<file path="src/rtl/aes_round_sequencer.sv">
// AES round sequencer: steps the datapath control signals through the
// (Inv)Cipher round schedule. Define AES_SEQ_ENC_EN to add encrypt mode.
module aes_round_sequencer #(
    parameter int NR        = 10,
    parameter int MIX_WORDS = 4
) (
    input  logic       CLK,
    input  logic       RESET,
    input  logic       AES_START,
    input  logic       MODE,
    output logic       LOAD,
    output logic       UPDATE,
    output logic [2:0] SEL,
    output logic [3:0] KEY_IDX,
    output logic [1:0] WORD,
    output logic       STORE,
    output logic       BUSY,
    output logic       AES_DONE
);

    typedef enum logic [3:0] {
        S_IDLE, S_LOAD, S_ARK0, S_OP_A, S_OP_B, S_MIX, S_ARK, S_STORE, S_DONE
    } state_t;

    localparam logic [2:0] SEL_ARK   = 3'd1;
    localparam logic [2:0] SEL_SHIFT = 3'd2;
    localparam logic [2:0] SEL_SUB   = 3'd3;
    localparam logic [2:0] SEL_MIX   = 3'd4;

    localparam logic [3:0] NR_L      = 4'(NR);
    localparam logic [1:0] WORD_STEP = 2'(4 / MIX_WORDS);
    localparam logic [1:0] LAST_WORD = 2'(4 - 4 / MIX_WORDS);

    state_t     state_q, state_d;
    logic       mode_q, mode_d;     // 1 = decrypt
    logic [3:0] round_q, round_d;
    logic [1:0] word_q, word_d;

`ifndef AES_SEQ_ENC_EN
    logic unused_mode;
    assign unused_mode = MODE;
`endif

    // NOTE: non-blocking assignments so every register updates from its pre-edge value.
    always_ff @(posedge CLK or negedge RESET) begin
        if (!RESET) begin
            state_q <= S_IDLE;
            mode_q  <= 1'b1;
            round_q <= 4'd0;
            word_q  <= 2'd0;
        end else begin
            state_q <= state_d;
            mode_q  <= mode_d;
            round_q <= round_d;
            word_q  <= word_d;
        end
    end

    // NOTE: every output and next-state signal gets a default first so no path infers a latch.
    always_comb begin
        state_d  = state_q;
        mode_d   = mode_q;
        round_d  = round_q;
        word_d   = word_q;
        LOAD     = 1'b0;
        SEL      = 3'd0;
        KEY_IDX  = 4'd0;
        WORD     = 2'd0;
        STORE    = 1'b0;
        AES_DONE = 1'b0;

        case (state_q)
            S_IDLE: begin
                if (AES_START) begin
                    state_d = S_LOAD;
`ifdef AES_SEQ_ENC_EN
                    mode_d  = MODE;
`else
                    mode_d  = 1'b1;
`endif
                end
            end
            S_LOAD: begin
                LOAD    = 1'b1;
                round_d = 4'd1;
                word_d  = 2'd0;
                state_d = S_ARK0;
            end
            S_ARK0: begin
                SEL     = SEL_ARK;
                KEY_IDX = mode_q ? NR_L : 4'd0;
                state_d = S_OP_A;
            end
            S_OP_A: begin
                SEL     = mode_q ? SEL_SHIFT : SEL_SUB;
                state_d = S_OP_B;
            end
            S_OP_B: begin
                SEL = mode_q ? SEL_SUB : SEL_SHIFT;
                if (mode_q || round_q == NR_L) begin
                    state_d = S_ARK;
                end else begin
                    state_d = S_MIX;
                end
            end
            S_MIX: begin
                SEL  = SEL_MIX;
                WORD = word_q;
                if (word_q == LAST_WORD) begin
                    word_d = 2'd0;
                    if (mode_q) begin
                        round_d = round_q + 4'd1;
                        state_d = S_OP_A;
                    end else begin
                        state_d = S_ARK;
                    end
                end else begin
                    word_d = word_q + WORD_STEP;
                end
            end
            S_ARK: begin
                SEL     = SEL_ARK;
                KEY_IDX = mode_q ? (NR_L - round_q) : round_q;
                // Decrypt rounds end with MIX, encrypt rounds end here.
                if (round_q == NR_L) begin
                    state_d = S_STORE;
                end else if (mode_q) begin
                    state_d = S_MIX;
                end else begin
                    round_d = round_q + 4'd1;
                    state_d = S_OP_A;
                end
            end
            S_STORE: begin
                STORE   = 1'b1;
                state_d = S_DONE;
            end
            S_DONE: begin
                AES_DONE = 1'b1;
                if (!AES_START) begin
                    state_d = S_IDLE;
                end
            end
            default: begin
                state_d = S_IDLE;
            end
        endcase
    end

    assign UPDATE = (SEL != 3'd0);
    assign BUSY   = (state_q != S_IDLE) && (state_q != S_DONE);

endmodule

</file>
<file path="config.mk">
export PLATFORM = sky130hd
export DESIGN_NAME = aes_round_sequencer
export DESIGN_NICKNAME = d
export VERILOG_FILES = /design/src/rtl/aes_round_sequencer.sv
export SDC_FILE = /design/constraint.sdc
export NUM_CORES = 1
export LEC_CHECK = 0
export CAP_MARGIN = 20
export CORE_MARGIN = 2
export CORE_UTILIZATION = 50
export DETAILED_ROUTE_END_ITERATION = 8
export PLACE_DENSITY = 0.83
export REMOVE_ABC_BUFFERS = 1
export SYNTH_ARGS = -nofsm -noshare
export SYNTH_HDL_FRONTEND = slang
export SYNTH_SLANG_ARGS = --single-unit
</file>
<file path="constraint.sdc">
create_clock -name CLK -period 2.82 [get_ports CLK]
set_input_delay 0.282 -clock CLK [delete_from_list [all_inputs] [get_ports CLK]]
set_output_delay 0.282 -clock CLK [all_outputs]
set_load 0.05 [all_outputs]
</file>
==> qor.yml <==
status: "complete, no violations"
globalRouteTotalUtil: 0.242
netlist_top_cells_count: "dfrtp_1 (10), nand2_1 (8), a21oi_1 (6), inv_1 (6), nor2_1 (5)"
yosysUniqueCellTypes: 29
hold_viol_final: 0
grt_setup_unrepaired: "no"
die_area_um2: 1690
cts_buffer_depth: 2
hp-class: "in2async"
die_y_um: 41.1
synth_ff_type: "dfrtp_1"
dr.pass1.iters: 4
arrival_ps: 2320
tightest_slew_ps: 499
grt_start_max_net_pins: 15
fmax_mhz: 385
period_share: 0.921
postCtsSetupBuffers: 0
drive_gt1_frac: 0.0606
ir_worst_vdd_mv: 0.217
port_buffers: 16
cts.sinks: 10
antenna_left: 0
cts_resized: 0
synth_enable_flop_cells: 0
row_count: 13
p_per_area_nw_per_um2: 320
ys.warnings.count: 0
maxSlewViolCount: 0
cts_tree: "built"
die_w_um: 41.1
multi_input_area_um2: 382
synth_top_cell_area_share: 0.364
setup_violations: 0
seq_area_frac_synth: 0.364
path_max_fanout: 10
drc: 0
p_leak_uw: 0.000381
finalNetCount: 107
drv_cap: 0
vias: 662
drt_iter0_markers: 42
routabilityCongestion: 0.917
netlist_instances: 84
cts-root-buf: "clkbuf_4"
diodes: 0
setup_tns_ps: 0
post_drt_via_cell_ratio: 5.81
antenna_found_initial: 0
post_drt_wl_per_cell_um: 14.4
worstPathRequired_ps: 2540
hpwl_um: 1150
start_util: 0.535
p_total_uw: 281
cts_buffers: 3
ys_seq_elements: 10
grt_pass1_vias: 597
grt_pass1_wl_um: 2590
io_pins: 18
critPathKind: "reg2out"
cp-start-kind: "register"
end_kind: "output port"
routed_wl_um: 1650
skew_ps: 1.01
syn_area_um2: 687
avgSynthCellArea_um2: 8.18
synth.most_common_cell: "dfrtp_1"
ff_latch_area_um2: 250
core_um2: 1280
ys_top_cells_by_area: "dfrtp_1 (36%), ha_1 (5.5%), a21oi_1 (4.4%)"
yosysTopAreaCell: "dfrtp_1"
synthArstFlopShare: 1.00
clk_latency_ps: 270
path_clk_slew_ps: 70
htree_levels: 1
syn_to_final_growth_pct: 27.7
slew_headroom: 0.666
n_fill_cell: 114
min_period_ps: 2600
grt-ovfl-total: 0
cts_hold_buf: 0
[layer usage]
layer | track usage | wire length (um) | up-vias
met4 | 0.108 | 16 | 0
met5 | 0 | 0 | -
met2 | 0.387 | 781 | 24
li1 | - | - | 326
met3 | 0.0707 | 101 | 4
met1 | 0.295 | 746 | 308
[metrics by stage]
stage	cell area (um^2)	std cells	hold WS, ps	utilization	worst slack (ps)
after floorplan	654	78	-13.6	-	46.2
after global placement	841	110	486	0.654	567
after detailed placement	841	110	528	0.654	530
after CTS	877	114	344	0.683	233
after global routing	877	114	367	0.683	97.7
final	877	114	327	0.683	222
[where the power goes]
| part | internal (uW) | switching (uW) |
|---|---|---|
| logic | 2.46 | 3.21 |
| clock network | 78.5 | 53.1 |
| registers | 143 | 0 |
[worst paths after layout]
| kind | start | end | slack (ps) | cells after the start |
|---|---|---|---|---|
| worst max-delay path | state_q[3] | WORD[1] | 220 | 4 |
| worst min-delay path | RESET | round_q[1] | 330 | 1 |
| worst max register to register | state_q[0] | round_q[2] | 1070 | 3 |
| worst min register to register | word_q[1] | word_q[1] | 540 | 2 |
| max in group asynchronous | RESET | state_q[3] | 2180 | 1 |
| min in group CLK | word_q[1] | word_q[1] | 540 | 2 |
[sequential cells by signal, indices dropped and copies added, names as in the netlist]
signal,cells
round_q,4
state_q,4
word_q,2
[layout make-up]
class | count | area share
multi-input combinational | 62 | 0.435
sequential | 10 | 0.285
inverter | 6 | 0.0257
tap | 15 | 0.0214
timing repair buffer | 17 | 0.191
clock buffer | 4 | 0.0414
[cells by family after synthesis]
| group | synth area share |
|---|---|
| AO/OA/AOI/OAI | 0.166 |
| XOR/XNOR | 0.0255 |
| adder cells (fa/ha/maj) | 0.0547 |
| buffers and inverters | 0.0801 |
| flip-flops | 0.364 |
| AND/OR/NAND/NOR | 0.310 |
[cell usage in the layout (no fill, tap or decap), drive strengths merged]
cell           count
nand2b             4
nand2              8
nor3               4
clkdlybuf4s50     16
nor4               3
dfrtp             10
nor2               5
and2               4
nand3              4
o211ai             1
a21oi              6
xnor2              2
nand4              1
or3                2
or3b               1
a211oi             1
buf                1
o41ai              1
a2bb2oi            1
a22oi              1
clkbuf             4
nor3b              1
o21ai              3
or4                1
a31oi              1
and4b              1
inv                6
ha                 3
a21o               3
[worst max-delay path, stage by stage (launching register included)]
cell             delay, ps
dfrtp_1                480
nand2b_1               260
nor3b_1                320
and2_1                 180
clkdlybuf4s50_1        800
Note: power is estimated with default switching activity, not from simulation.
